## config.mk

```make
export PLATFORM = sky130hd
export DESIGN_NAME = debug_master_flat
export DESIGN_NICKNAME = d
export VERILOG_FILES = /design/src/rtl/debug_master_if.sv /design/src/rtl/debug_master.sv /design/src/flat_wrapper.sv
export SDC_FILE = /design/constraint.sdc
export NUM_CORES = 1
export LEC_CHECK = 0
export ABC_AREA = 0
export ABC_CLOCK_PERIOD_IN_PS = 4000
export BUFFER_PORTS_ARGS = -buffer_cell sky130_fd_sc_hd__buf_2
export CAP_MARGIN = 20
export CORE_MARGIN = 10
export CORE_UTILIZATION = 45
export DETAILED_ROUTE_END_ITERATION = 8
export GPL_ROUTABILITY_DRIVEN = 0
export PLACE_DENSITY = 0.69
export SYNTH_ARGS = -nofsm -noshare
export SYNTH_HDL_FRONTEND = slang
export SYNTH_SLANG_ARGS = --single-unit
```

## constraint.sdc

```tcl
create_clock -name CLK -period 4 [get_ports CLK]
set_input_delay 0.8 -clock CLK [delete_from_list [all_inputs] [get_ports CLK]]
set_output_delay 0.8 -clock CLK [all_outputs]
set_load 0.005 [all_outputs]
```

## src/rtl/debug_master_if.sv

```systemverilog
// Host-side command/response handshake for the debug master.
// The host drives commands and accepts responses; the debug master is the slave.
interface debug_master_if;
    logic       CMD_VALID;
    logic       CMD_READY;
    logic [2:0] CMD_OP;
    logic [7:0] CMD_ARG;
    logic [7:0] CMD_DATA;
    logic       RSP_VALID;
    logic       RSP_READY;
    logic [7:0] RSP_DATA;
    logic       RSP_ERR;

    modport master (
        output CMD_VALID, CMD_OP, CMD_ARG, CMD_DATA, RSP_READY,
        input  CMD_READY, RSP_VALID, RSP_DATA, RSP_ERR
    );

    modport slave (
        input  CMD_VALID, CMD_OP, CMD_ARG, CMD_DATA, RSP_READY,
        output CMD_READY, RSP_VALID, RSP_DATA, RSP_ERR
    );
endinterface

```

## src/rtl/debug_master.sv

```systemverilog
// Debug-port master: attaches to the core via DEBUG_REQUEST/ACK and sequences
// the D_* control word to read/write RAM and registers, one response per command.
module debug_master #(
    parameter int ADDR_W      = 4,
    parameter int ACK_TIMEOUT = 64
) (
    input  logic       CLK,
    input  logic       RESETn,
    debug_master_if.slave host,
    output logic       ATTACHED,
    output logic       DEBUG_REQUEST,
    input  logic       DEBUG_ACK,
    output logic [7:0] DEBUG_DATA,
    output logic       D_CLR, D_HLT, D_CE, D_SU, D_RI,
    output logic       D_AIn, D_BIn, D_OIn, D_IIn, D_Jn, D_FIn, D_MIn,
    output logic       D_DOn, D_AOn, D_BOn, D_IOn, D_COn, D_EOn, D_ROn, D_NOn,
    input  logic [7:0] BUS
);

    typedef enum logic [2:0] {
        S_IDLE, S_REQ, S_READY, S_PH1, S_PH2, S_RSP, S_REL
    } state_t;

    typedef struct packed {
        logic clr, hlt, ce, su, ri;
        logic ain, bin, oin, iin, jn, fin, min;
        logic don, aon, bon, ion, con, eon, ron, non;
    } ctl_t;

    localparam logic [2:0] OP_ATTACH = 3'd0;
    localparam logic [2:0] OP_DETACH = 3'd1;
    localparam logic [2:0] OP_MEM_WR = 3'd2;
    localparam logic [2:0] OP_MEM_RD = 3'd3;
    localparam logic [2:0] OP_REG_WR = 3'd4;
    localparam logic [2:0] OP_REG_RD = 3'd5;
    localparam logic [2:0] OP_CLEAR  = 3'd6;
    localparam logic [2:0] OP_RSVD   = 3'd7;

    localparam ctl_t       CTL_IDLE  = 20'h07FFF;
    localparam logic [7:0] ADDR_MASK = 8'((9'd1 << ADDR_W) - 9'd1);
    localparam int         CNT_W     = $clog2(ACK_TIMEOUT + 1);
    localparam logic [CNT_W-1:0] CNT_LAST = CNT_W'(ACK_TIMEOUT - 1);

    state_t           state_q, state_d;
    logic [2:0]       op_q, op_d;
    logic [7:0]       arg_q, arg_d, dat_q, dat_d;
    logic [CNT_W-1:0] cnt_q, cnt_d;
    logic             req_q, req_d, att_q, att_d, err_q, err_d;
    logic [7:0]       rdata_q, rdata_d;
    ctl_t             ctl_q, ctl_d;
    logic [7:0]       ddata_q, ddata_d;
    logic             cmd_ready_q, cmd_ready_d, rsp_valid_q, rsp_valid_d;
    logic             accept;

    function automatic logic sel_ok(input logic [2:0] op, input logic [2:0] sel);
        case (op)
            OP_REG_WR: return sel <= 3'd4;
            OP_REG_RD: return sel <= 3'd5;
            default:   return 1'b1;
        endcase
    endfunction

    assign accept = host.CMD_VALID && cmd_ready_q;

    // State register: control and registered outputs
    always_ff @(posedge CLK or negedge RESETn) begin
        if (!RESETn) begin
            state_q     <= S_IDLE;
            cnt_q       <= '0;
            req_q       <= 1'b0;
            att_q       <= 1'b0;
            err_q       <= 1'b0;
            rdata_q     <= '0;
            ctl_q       <= CTL_IDLE;
            ddata_q     <= '0;
            cmd_ready_q <= 1'b1;
            rsp_valid_q <= 1'b0;
        end else begin
            state_q     <= state_d;
            cnt_q       <= cnt_d;
            req_q       <= req_d;
            att_q       <= att_d;
            err_q       <= err_d;
            rdata_q     <= rdata_d;
            ctl_q       <= ctl_d;
            ddata_q     <= ddata_d;
            cmd_ready_q <= cmd_ready_d;
            rsp_valid_q <= rsp_valid_d;
        end
    end

    // Command fields carry no control meaning, so they are not reset
    always_ff @(posedge CLK) begin
        op_q  <= op_d;
        arg_q <= arg_d;
        dat_q <= dat_d;
    end

    // Next-state logic
    always_comb begin
        state_d = state_q;
        op_d    = op_q;
        arg_d   = arg_q;
        dat_d   = dat_q;
        cnt_d   = cnt_q;
        req_d   = req_q;
        att_d   = att_q;
        err_d   = err_q;
        rdata_d = rdata_q;
        if (accept) begin
            op_d  = host.CMD_OP;
            arg_d = host.CMD_ARG;
            dat_d = host.CMD_DATA;
        end
        case (state_q)
            S_IDLE: begin
                if (accept) begin
                    if (host.CMD_OP == OP_ATTACH) begin
                        state_d = S_REQ;
                        req_d   = 1'b1;
                        cnt_d   = '0;
                    end else begin
                        state_d = S_RSP;
                        err_d   = (host.CMD_OP != OP_DETACH);
                        rdata_d = '0;
                    end
                end
            end
            S_READY: begin
                if (accept) begin
                    case (host.CMD_OP)
                        OP_ATTACH: begin
                            state_d = S_RSP;
                            err_d   = 1'b0;
                            rdata_d = '0;
                        end
                        OP_DETACH: begin
                            state_d = S_REL;
                            req_d   = 1'b0;
                            cnt_d   = '0;
                        end
                        OP_RSVD: begin
                            state_d = S_RSP;
                            err_d   = 1'b1;
                            rdata_d = '0;
                        end
                        default: begin
                            if (sel_ok(host.CMD_OP, host.CMD_ARG[2:0])) begin
                                state_d = S_PH1;
                            end else begin
                                state_d = S_RSP;
                                err_d   = 1'b1;
                                rdata_d = '0;
                            end
                        end
                    endcase
                end else if (!DEBUG_ACK) begin
                    // Core left debug mode on its own: silently fall back to IDLE
                    state_d = S_IDLE;
                    att_d   = 1'b0;
                    req_d   = 1'b0;
                end
            end
            S_REQ: begin
                if (DEBUG_ACK) begin
                    state_d = S_RSP;
                    att_d   = 1'b1;
                    err_d   = 1'b0;
                    rdata_d = '0;
                end else if (cnt_q == CNT_LAST) begin
                    state_d = S_RSP;
                    req_d   = 1'b0;
                    err_d   = 1'b1;
                    rdata_d = '0;
                end else begin
                    cnt_d = cnt_q + 1'b1;
                end
            end
            S_PH1, S_PH2: begin
                if (!DEBUG_ACK) begin
                    state_d = S_RSP;
                    att_d   = 1'b0;
                    req_d   = 1'b0;
                    err_d   = 1'b1;
                    rdata_d = '0;
                end else if (state_q == S_PH1 && (op_q == OP_MEM_WR || op_q == OP_MEM_RD)) begin
                    state_d = S_PH2;
                end else begin
                    state_d = S_RSP;
                    err_d   = 1'b0;
                    rdata_d = (op_q == OP_REG_RD || op_q == OP_MEM_RD) ? BUS : 8'h00;
                end
            end
            S_REL: begin
                if (!DEBUG_ACK || cnt_q == CNT_LAST) begin
                    state_d = S_RSP;
                    att_d   = 1'b0;
                    err_d   = DEBUG_ACK;
                    rdata_d = '0;
                end else begin
                    cnt_d = cnt_q + 1'b1;
                end
            end
            S_RSP: begin
                if (host.RSP_READY) begin
                    state_d = att_q ? S_READY : S_IDLE;
                end
            end
            default: state_d = S_IDLE;
        endcase
    end

    // Output decode from the next state, registered at the same edge
    always_comb begin
        ctl_d       = CTL_IDLE;
        ddata_d     = '0;
        cmd_ready_d = (state_d == S_IDLE) || (state_d == S_READY);
        rsp_valid_d = (state_d == S_RSP);
        case (state_d)
            S_PH1: begin
                case (op_d)
                    OP_MEM_WR, OP_MEM_RD: begin
                        ddata_d   = arg_d & ADDR_MASK;
                        ctl_d.don = 1'b0;
                        ctl_d.min = 1'b0;
                    end
                    OP_REG_WR: begin
                        ddata_d   = dat_d;
                        ctl_d.don = 1'b0;
                        case (arg_d[2:0])
                            3'd0:    ctl_d.ain = 1'b0;
                            3'd1:    ctl_d.bin = 1'b0;
                            3'd2:    ctl_d.oin = 1'b0;
                            3'd3:    ctl_d.iin = 1'b0;
                            3'd4:    ctl_d.jn  = 1'b0;
                            default: ;
                        endcase
                    end
                    OP_REG_RD: begin
                        case (arg_d[2:0])
                            3'd0:    ctl_d.aon = 1'b0;
                            3'd1:    ctl_d.bon = 1'b0;
                            3'd2:    ctl_d.ion = 1'b0;
                            3'd3:    ctl_d.con = 1'b0;
                            3'd4:    ctl_d.eon = 1'b0;
                            3'd5:    ctl_d.non = 1'b0;
                            default: ;
                        endcase
                    end
                    OP_CLEAR: ctl_d.clr = 1'b1;
                    default: ;
                endcase
            end
            S_PH2: begin
                if (op_d == OP_MEM_WR) begin
                    ddata_d   = dat_d;
                    ctl_d.don = 1'b0;
                    ctl_d.ri  = 1'b1;
                end else if (op_d == OP_MEM_RD) begin
                    ctl_d.ron = 1'b0;
                end
            end
            default: ;
        endcase
    end

    assign host.CMD_READY = cmd_ready_q;
    assign host.RSP_VALID = rsp_valid_q;
    assign host.RSP_DATA  = rdata_q;
    assign host.RSP_ERR   = err_q;
    assign ATTACHED       = att_q;
    assign DEBUG_REQUEST  = req_q;
    assign DEBUG_DATA     = ddata_q;
    assign {D_CLR, D_HLT, D_CE, D_SU, D_RI,
            D_AIn, D_BIn, D_OIn, D_IIn, D_Jn, D_FIn, D_MIn,
            D_DOn, D_AOn, D_BOn, D_IOn, D_COn, D_EOn, D_ROn, D_NOn} = ctl_q;

endmodule

```

## src/flat_wrapper.sv

```systemverilog
// flat-port wrapper written by rule: the top's interface ports become plain ports
module debug_master_flat 
#(
    parameter int ADDR_W      = 4,
    parameter int ACK_TIMEOUT = 64
)
  (CLK, RESETn, ATTACHED, DEBUG_REQUEST, DEBUG_ACK, DEBUG_DATA, D_CLR, D_HLT, D_CE, D_SU, D_RI, D_AIn, D_BIn, D_OIn, D_IIn, D_Jn, D_FIn, D_MIn, D_DOn, D_AOn, D_BOn, D_IOn, D_COn, D_EOn, D_ROn, D_NOn, BUS, host_CMD_VALID, host_CMD_OP, host_CMD_ARG, host_CMD_DATA, host_RSP_READY, host_CMD_READY, host_RSP_VALID, host_RSP_DATA, host_RSP_ERR);
  debug_master_if host_i ();
  input  logic CLK;
  input  logic RESETn;
  output logic ATTACHED;
  output logic DEBUG_REQUEST;
  input  logic DEBUG_ACK;
  output logic [7:0] DEBUG_DATA;
  output logic D_CLR;
  output logic D_HLT;
  output logic D_CE;
  output logic D_SU;
  output logic D_RI;
  output logic D_AIn;
  output logic D_BIn;
  output logic D_OIn;
  output logic D_IIn;
  output logic D_Jn;
  output logic D_FIn;
  output logic D_MIn;
  output logic D_DOn;
  output logic D_AOn;
  output logic D_BOn;
  output logic D_IOn;
  output logic D_COn;
  output logic D_EOn;
  output logic D_ROn;
  output logic D_NOn;
  input  logic [7:0] BUS;
  input wire logic [$bits(host_i.CMD_VALID)-1:0] host_CMD_VALID;
  input wire logic [$bits(host_i.CMD_OP)-1:0] host_CMD_OP;
  input wire logic [$bits(host_i.CMD_ARG)-1:0] host_CMD_ARG;
  input wire logic [$bits(host_i.CMD_DATA)-1:0] host_CMD_DATA;
  input wire logic [$bits(host_i.RSP_READY)-1:0] host_RSP_READY;
  output wire logic [$bits(host_i.CMD_READY)-1:0] host_CMD_READY;
  output wire logic [$bits(host_i.RSP_VALID)-1:0] host_RSP_VALID;
  output wire logic [$bits(host_i.RSP_DATA)-1:0] host_RSP_DATA;
  output wire logic [$bits(host_i.RSP_ERR)-1:0] host_RSP_ERR;
  assign host_i.CMD_VALID = host_CMD_VALID;
  assign host_i.CMD_OP = host_CMD_OP;
  assign host_i.CMD_ARG = host_CMD_ARG;
  assign host_i.CMD_DATA = host_CMD_DATA;
  assign host_i.RSP_READY = host_RSP_READY;
  assign host_CMD_READY = host_i.CMD_READY;
  assign host_RSP_VALID = host_i.RSP_VALID;
  assign host_RSP_DATA = host_i.RSP_DATA;
  assign host_RSP_ERR = host_i.RSP_ERR;
  debug_master #(.ADDR_W(ADDR_W), .ACK_TIMEOUT(ACK_TIMEOUT)) u_core (.CLK(CLK), .RESETn(RESETn), .host(host_i), .ATTACHED(ATTACHED), .DEBUG_REQUEST(DEBUG_REQUEST), .DEBUG_ACK(DEBUG_ACK), .DEBUG_DATA(DEBUG_DATA), .D_CLR(D_CLR), .D_HLT(D_HLT), .D_CE(D_CE), .D_SU(D_SU), .D_RI(D_RI), .D_AIn(D_AIn), .D_BIn(D_BIn), .D_OIn(D_OIn), .D_IIn(D_IIn), .D_Jn(D_Jn), .D_FIn(D_FIn), .D_MIn(D_MIn), .D_DOn(D_DOn), .D_AOn(D_AOn), .D_BOn(D_BOn), .D_IOn(D_IOn), .D_COn(D_COn), .D_EOn(D_EOn), .D_ROn(D_ROn), .D_NOn(D_NOn), .BUS(BUS));
endmodule
```

==> key figures, run 1 <==
Drt
  – Routed wire length: 6810 um
  – Number of remaining DRC errors: 0
  – Vias per inst: 5.18
  – TritonRoute pass-1 iters: 4
  – DR iter-0 viols: 137
  – DR vias: 2325
  – Post-DR wirelength/cell: 15.2 um
  – ANT nets after route: 0

Synthesis
  – Post-Syn Area: 2910 um2
  – Sequential share of the synthesized area: 51.4%
  – Async set-reset flop share out of synthesis: 75.8%
  – Mean Syn Cell Area: 9.50 um2
  – Top_reg_cell synth: dfrtp_1
  – Mapped Cells: 306
  – EDFF count, synth: 0
  – #FFs+latches synth: 62
  – Count of cell types in the netlist: 54
  – Syn. warnings: 0

Worst setup path
  – Worst setup SP type: input port
  – Reg2reg end: u_core.D_EOn
  – R2R Setup Slk: 1.34 ns
  – Setup CP Type: in2reg
  – Data required, critical path: 4.23 ns
  – FF-to-FF Start: u_core.host.CMD_READY
  – Slowest stage delay, CP: 0.65 ns
  – Crit path max fanout: 20
  – CP Capture Type: flip-flop
  – CP Buf/Inv Count: 1
  – CP max-delay cell: a211oi_1
  – Critical path's top delay family: simple AND/OR/NAND/NOR gates
  – Critical path arrival: 2.96 ns
  – Critical-path cell list: buf_2, and2_1, and3_1, a211oi_1, nor2_1, and4_1
  – Reg2Reg Depth: 5

Job
  – Max Cap Viol: 0

Final layout
  – Filler cells: 605
  – # diodes: 0
  – Area Growth Syn to Fin: 18.3%
  – Final Net Count: 400
  – Layout cell share with drive strength beyond 1: 28.2%

Die
  – Die width: 100 um
  – Starting Density: 46.1%
  – Site Rows: 29
  – Core footprint: 6310 um2
  – Die area: 10100 um2
  – Chip height: 100 um
  – Number of top-level pins: 73

Clocking
  – Worst-Skew Late Latency: 0.35 ns
  – CTS root buf: clkbuf_8
  – Number of gates resized after cts: 0
  – H-tree depth: 3
  – CTS tree: built
  – Total CTS buffers: 9
  – CTS max path bufs: 2
  – Postcts setup bufs: 0
  – CTS Hold Bufs: 0
  – Clk sinks: 62
  – CTS clk-pin slew, worst paths: 0.07 ns

Place
  – Post-DP HPWL: 4880 um
  – I/O Buffers: 64
  – Setup WS pre-CTS: 0.961 ns

Power
  – Leakage Power: 1.58 nW
  – Peak supply drop: 295 uV
  – Clk pwr share: 24.1%
  – Comb power frac: 33.1%
  – Net Sw Frac: 38.0%
  – PwrDens: 613 nW/um2
  – Register share of total power: 42.8%
  – P_int: 1.31 mW
  – Switching pwr: 801 uW

Worst hold path
  – Min-Delay Path Class: in2async

GRT
  – First-pass GRT wire length: 11100 um
  – Total global routing overflow: 0
  – Initial antenna violation count: 0
  – Number of global-route vias before repair: 2319
  – GRT Util Overall: 13.5%
  – Largest net degree at the start of global routing: 48

STA
  – Max-slew violation count: 0
  – Tightest Pin Transition: 1.07 ns
  – Setup Skew: 0.00778 ns
  – Fin crit share: 68.2%
  – Period minus WS final: 2.73 ns
  – RSZ-0062 raised after global routing: no
  – Setup TNS: 0 ns
  – Max Fclk: 367 MHz
  – Final setup margin: 1.27 ns
  – Fin. Hold Viols: 0
  – # setup viols final: 0
  – Max_slew headroom: 28.7%

Run status
  – Status: completed
[cell usage after synthesis, types with 2 or more instances]
| cell type | n | area share, % |
|---|---|---|
| dfstp_2 | 15 | 14 |
| o2bb2ai_1 | 4 | 1.2 |
| nand2b_1 | 7 | 1.5 |
| clkbuf_1 | 4 | 0.52 |
| a32o_1 | 3 | 1.0 |
| and4_1 | 2 | 0.60 |
| nor3_1 | 3 | 0.52 |
| buf_2 | 7 | 1.2 |
| dfxtp_1 | 15 | 10 |
| buf_4 | 4 | 1.0 |
| nand2_1 | 56 | 7.2 |
| nor4_1 | 2 | 0.43 |
| nand3b_1 | 4 | 1.0 |
| or3_4 | 2 | 0.77 |
| a21o_1 | 2 | 0.52 |
| o31ai_1 | 2 | 0.52 |
| o21ai_0 | 17 | 2.9 |
| buf_1 | 2 | 0.26 |
| a21boi_0 | 3 | 0.77 |
| and2_1 | 2 | 0.43 |
| conb_1 | 2 | 0.26 |
| dfrtp_1 | 32 | 28 |
| nand4b_1 | 3 | 0.90 |
| inv_1 | 18 | 2.3 |
| buf_6 | 2 | 0.77 |
| mux2i_1 | 14 | 4.8 |
| a22o_1 | 3 | 0.90 |
| o221ai_1 | 2 | 0.60 |
| nand3_1 | 11 | 1.9 |
| a221oi_1 | 2 | 0.60 |
| nand4_1 | 5 | 1.1 |
| or2_2 | 2 | 0.43 |
| nor2b_1 | 4 | 0.86 |
| nor2_1 | 18 | 2.3 |
| a21oi_1 | 13 | 2.2 |
[cell families (layout without fill, tap and decap cells)]
kind of cell | count (synthesis) | count (layout) | synth area share, %
AO/OA/AOI/OAI | 64 | 64 | 15.6
adder cells (fa/ha/maj) | 1 | 1 | 0.430
buffers and inverters | 37 | 101 | 6.11
flip-flops | 62 | 62 | 51.4
multiplexers | 15 | 15 | 5.21
other | 2 | 4 | 0.258
AND/OR/NAND/NOR | 125 | 125 | 21.0
[final cells by class]
| type | instances | area, um2 | share of cell area (%) |
|---|---|---|---|
| Sequential cell | 62 | 1500 | 43.5 |
| Multi-Input combinational cell | 209 | 1240 | 36.1 |
| Timing Repair Buffer | 67 | 355 | 10.3 |
| Clock buffer | 11 | 153 | 4.44 |
| Tap cell | 77 | 96.3 | 2.80 |
| Inverter | 18 | 67.6 | 1.96 |
| Clock inverter | 5 | 30.0 | 0.873 |
[cell usage in the layout, fill, tap and decap left out, drive strengths merged, types with 5 or more instances in the layout]
master,synthesis,final
mux2i,14,14
clkbuf,4,11
inv,18,20
nand3,11,11
dfxtp,15,15
a21oi,13,13
buf,15,67
o21ai,18,18
nand4,5,5
nand2,56,56
nand2b,7,7
nor2,18,18
dfstp,15,15
dfrtp,32,32
[power groups by stage]
stage / Clock [mW] / Combinational [mW] / Sequential, mW
after floorplan: 0 / 0.590 / 0.832
after detailed placement: 0 / 0.695 / 0.911
after global placement: 0 / 0.680 / 0.903
after CTS: 0.519 / 0.701 / 0.901
final: 0.508 / 0.697 / 0.903
after global routing: 0.545 / 0.790 / 0.926
[registers in the layout, indices dropped and copies added, names as in the netlist, 3 cells and up]
signal / flops
u_core.arg_q: 4
u_core.cnt_q: 7
u_core.DEBUG_DATA: 8
u_core.host.RSP_DATA: 8
u_core.op_q: 3
u_core.state_q: 3
u_core.dat_q: 8
[through the flow]
step	power (mW)	instances	hold WS (ns)	util, %	instance area [um2]
final	2.11	449	0.397	54.5	3440
after detailed placement	1.61	432	0.435	51.3	3240
after global placement	1.58	432	0.426	51.3	3240
after CTS	2.12	448	0.452	54.2	3420
after floorplan	1.42	308	0.417	-	2920
after global routing	2.26	449	0.418	54.5	3440
[routing by layer]
metal	GRT usage, %	vias up	routed length (um)	share of wire (%)
met5	0	-	0	0
met4	6.30	0	69	1.0
met3	5.08	5	548	8.0
met2	20.2	59	3120	46
met1	16.8	1083	3070	45
li1	-	1178	-	-
[how the worst max path moves through the flow]
stage,start,endpoint,slack (ns),cells after the start
global route,host_CMD_VALID,u_core.D_CLR,1.12,6
CTS,host_CMD_VALID,u_core.D_CLR,1.32,6
global placement,host_CMD_VALID,u_core.D_CLR,0.97,6
finish,host_CMD_VALID,u_core.D_CLR,1.27,6
floorplan,host_CMD_OP[1],u_core.host.RSP_ERR,1.59,7
detailed placement,host_CMD_VALID,u_core.D_CLR,0.96,6
No activity file was read; power rests on OpenSTA's default activity.
==> run 2, diff against run 1 <==
Settings changed: ABC_AREA 0 to 1, ABC_CLOCK_PERIOD_IN_PS 4000 to 2750.
Clock period 4 ns to 2.75 ns, I/O delays scaled along.
==> run 2 against run 1 <==
  * Wire length increased by 3.7%
  * Cell count rose by 19%
  * Core utilization up 1.0 points
  * Hold slack worse by 0.052 ns
  * Critical path depth rose by 3
  * Non-clock buffer count fell by 1
  * Synthesized cell count increased by 25%
  * Total power rose by 51%
  * Clock-buffer cell count decreased by 2
  * Worst setup slack got worse by 0.64 ns
  * Cell area increased by 3.6%
  * Synthesized area increased by 3.9%
  * Critical path type is now reg2reg
  * Largest cell class unchanged
  * Largest power group is now combinational logic
==> key figures, run 2 <==
Run status
  – Status: completed

STA
  – Setup Skew: 0.0107 ns (+0.00290 ns)
  – Tightest Pin Transition: 0.907 ns (-0.163 ns)
  – Setup TNS: 0 ns (unchanged)
  – Max-slew violation count: 0 (unchanged)
  – Final setup margin: 0.637 ns (-0.636 ns)
  – Fin. Hold Viols: 0 (unchanged)
  – Max_slew headroom: 39.5% (+11 points)
  – Max Fclk: 473 MHz
  – Fin crit share: 76.9%
  – RSZ-0062 raised after global routing: no
  – # setup viols final: 0 (unchanged)
  – Period minus WS final: 2.11 ns

Final layout
  – Filler cells: 636 (+5.1%)
  – Commonest non-fill, non-tap cell in the layout: nand2_1
  – Area Growth Syn to Fin: 18.0%
  – Layout cell share with drive strength beyond 1: 28.2% (-0.060 points)
  – Final Net Count: 486 (+22%)
  – Final core utilization: 55.5% (+1.0 points)
  – Most used cells in the layout excluding fill and tap cells: 125 x nand2_1, 64 x buf_2, 39 x inv_1
  – # diodes: 0 (unchanged)

Worst setup path
  – Reg2reg end: u_core.cnt_q[1]
  – Critical path arrival: 2.33 ns (-0.63 ns)
  – Setup CP Type: reg2reg
  – Reg2Reg Depth: 9 (+4)
  – Data required, critical path: 2.97 ns (-1.26 ns)
  – CP Capture Type: flip-flop
  – Worst setup SP type: flip-flop
  – Crit path max fanout: 19 (-5.0%)
  – R2R Setup Slk: 0.64 ns (-0.70 ns)
  – FF-to-FF Start: u_core.host.CMD_READY

Power
  – Leakage Power: 1.83 nW (+16%)
  – P_int: 1.84 mW (+41%)
  – PwrDens: 893 nW/um2 (+46%)
  – Comb power frac: 39.7% (+6.6 points)
  – Switching pwr: 1.34 mW (+67%)
  – Net Sw Frac: 42.0% (+4.0 points)
  – Clk pwr share: 21.7% (-2.4 points)
  – Power Total: 3.18 mW (+51%)
  – Register share of total power: 38.7% (-4.1 points)
  – Peak supply drop: 402 uV (+36%)

Drt
  – ANT nets after route: 0 (unchanged)
  – Top Layer Used: met4
  – DR vias: 2628 (+13%)
  – Wire length on met1: 3090 um (+0.46%)
  – Post-DR wirelength/cell: 13.2 um (-13%)
  – TritonRoute pass-1 iters: 4 (unchanged)
  – DR iter-0 viols: 119 (-13%)
  – Met2 wire length: 3340 um (+7.1%)
  – Number of remaining DRC errors: 0 (unchanged)
  – Metal3 WL: 581 um (+6.0%)
  – Routed wire length: 7070 um (+3.7%)
  – Vias per inst: 4.91 (-5.1%)

Synthesis
  – Mapped Cells: 383 (+25%)
  – Share of the synthesized area in the top cell type: 26.5% (-1.0 points)
  – Commonest cells in the synthesized netlist: 125 x nand2_1, 39 x inv_1, 37 x nor2_1, 32 x dfrtp_1, 22 x nand3_1
  – Async set-reset flop share out of synthesis: 75.8% (unchanged)
  – #FFs+latches synth: 62 (unchanged)
  – Sequential share of the synthesized area: 49.5% (-1.9 points)
  – EDFF count, synth: 0 (unchanged)
  – Top_reg_cell synth: dfrtp_1
  – Count of cell types in the netlist: 38 (-30%)
  – Syn. warnings: 0 (unchanged)
  – Count leader, synth: nand2_1
  – Post-Syn Area: 3020 um2 (+3.9%)
  – Mean Syn Cell Area: 7.89 um2 (-17%)
  – Dominant cells by area after synthesis: dfrtp_1 27%, nand2_1 16%, dfstp_2 13%, dfxtp_1 9.9%, inv_1 4.8%
  – Yosys top cell by area: dfrtp_1

Die
  – Die area: 10400 um2 (+3.1%)
  – Site Rows: 29 (unchanged)
  – Starting Density: 47.0% (+0.97 points)
  – Die width: 102 um (+1.5%)
  – Core footprint: 6420 um2 (+1.7%)
  – Number of top-level pins: 73 (unchanged)
  – Chip height: 102 um (+1.5%)

GRT
  – Initial antenna violation count: 0 (unchanged)
  – Largest net degree at the start of global routing: 44 (-8.3%)
  – First-pass GRT wire length: 11900 um (+7.4%)
  – Total global routing overflow: 0 (unchanged)
  – GRT Util Overall: 14.1% (+0.60 points)
  – Number of global-route vias before repair: 2640 (+14%)

Clocking
  – Total CTS buffers: 9 (unchanged)
  – Clk sinks: 62 (unchanged)
  – Postcts setup bufs: 0 (unchanged)
  – CTS clk-pin slew, worst paths: 0.07 ns (about the same)
  – CTS Hold Bufs: 0 (unchanged)
  – CTS tree: built
  – Number of gates resized after cts: 0 (unchanged)
  – CTS max path bufs: 2 (unchanged)
  – H-tree depth: 3 (unchanged)
  – Worst-Skew Late Latency: 0.33 ns (-0.02 ns)
  – CTS root buf: clkbuf_8

Worst hold path
  – Min-Delay Path Class: in2async

Place
  – Setup WS pre-CTS: 0.469 ns (-0.492 ns)
  – Post-DP HPWL: 5480 um (+12%)
  – I/O Buffers: 64 (unchanged)

Job
  – Max Cap Viol: 0 (unchanged)
-- run 2: cell types whose count changed in the layout (fill, tap and decap cells not counted), sizes merged, moves of 7 or more --
cell / delta
o21ai: +13
inv: +27
mux2i: -14
nand2b: -7
nand2: +76
nand3: +14
a21oi: -9
nor2: +24
-- run 2: area by class of cell --
| type | count | area [um2] | share of cell area [%] |
|---|---|---|---|
| clock buffer | 9 | 124 | 3.48 |
| clock inverter | 7 | 50.0 | 1.40 |
| inverter | 46 | 173 | 4.85 |
| multi-input combinational | 268 | 1290 | 36.2 |
| sequential | 62 | 1500 | 42.0 |
| tap | 77 | 96.3 | 2.70 |
| timing repair buffer | 66 | 335 | 9.41 |
-- run 2: how the worst max path moves through the flow --
| stage | cells after the start | to | from | slack, ns |
|---|---|---|---|---|
| floorplan | 8 | u_core.DEBUG_DATA[0] | host_CMD_VALID | 1.10 |
| global placement | 8 | u_core.D_BIn | host_CMD_VALID | 0.52 |
| detailed placement | 8 | u_core.D_BOn | host_CMD_VALID | 0.47 |
| CTS | 9 | u_core.cnt_q[0] | u_core.host.CMD_READY | 0.63 |
| global route | 10 | u_core.DEBUG_DATA[6] | u_core.host.CMD_READY | 0.48 |
| finish | 9 | u_core.cnt_q[1] | u_core.host.CMD_READY | 0.64 |
-- run 2: through the flow --
step	area (um2)	cells	hold slack [ns]
floorplan	3030	385	0.254
global placement	3390	519	0.436
detailed placement	3390	519	0.440
CTS	3560	535	0.386
global route	3560	535	0.432
finish	3560	535	0.345
-- run 2: cells by family after synthesis --
| group | synth area share (%) |
|---|---|
| AND/OR/NAND/NOR | 33.4 |
| buffers and inverters | 8.04 |
| XOR/XNOR | 0.580 |
| other | 0.249 |
| flip-flops | 49.5 |
| AO/OA/AOI/OAI | 7.79 |
| adder cells (fa/ha/maj) | 0.414 |
-- run 2: per-layer routing --
| layer | up-vias | track usage [%] |
|---|---|---|
| met5 | - | 0 |
| met4 | 0 | 4.45 |
| met3 | 9 | 4.66 |
| met2 | 83 | 23.7 |
| met1 | 1198 | 16.7 |
| li1 | 1338 | - |
-- run 2: critical path: stages (launching register included) --
cell,delay [ns]
dfstp_2,0.54
nand2_2,0.23
inv_2,0.37
nor2_4,0.09
nor2_1,0.12
o21ai_1,0.11
nor3_4,0.26
nand2_2,0.17
nand2_1,0.09
nand2_1,0.04
-- run 2: power by group through the flow --
stage / clock [mW] / combinational (mW) / sequential, mW
after floorplan: 0 / 0.998 / 1.22
after global placement: 0 / 1.23 / 1.24
after detailed placement: 0 / 1.26 / 1.24
after CTS: 0.710 / 1.26 / 1.23
after global routing: 0.757 / 1.45 / 1.25
final: 0.689 / 1.26 / 1.23
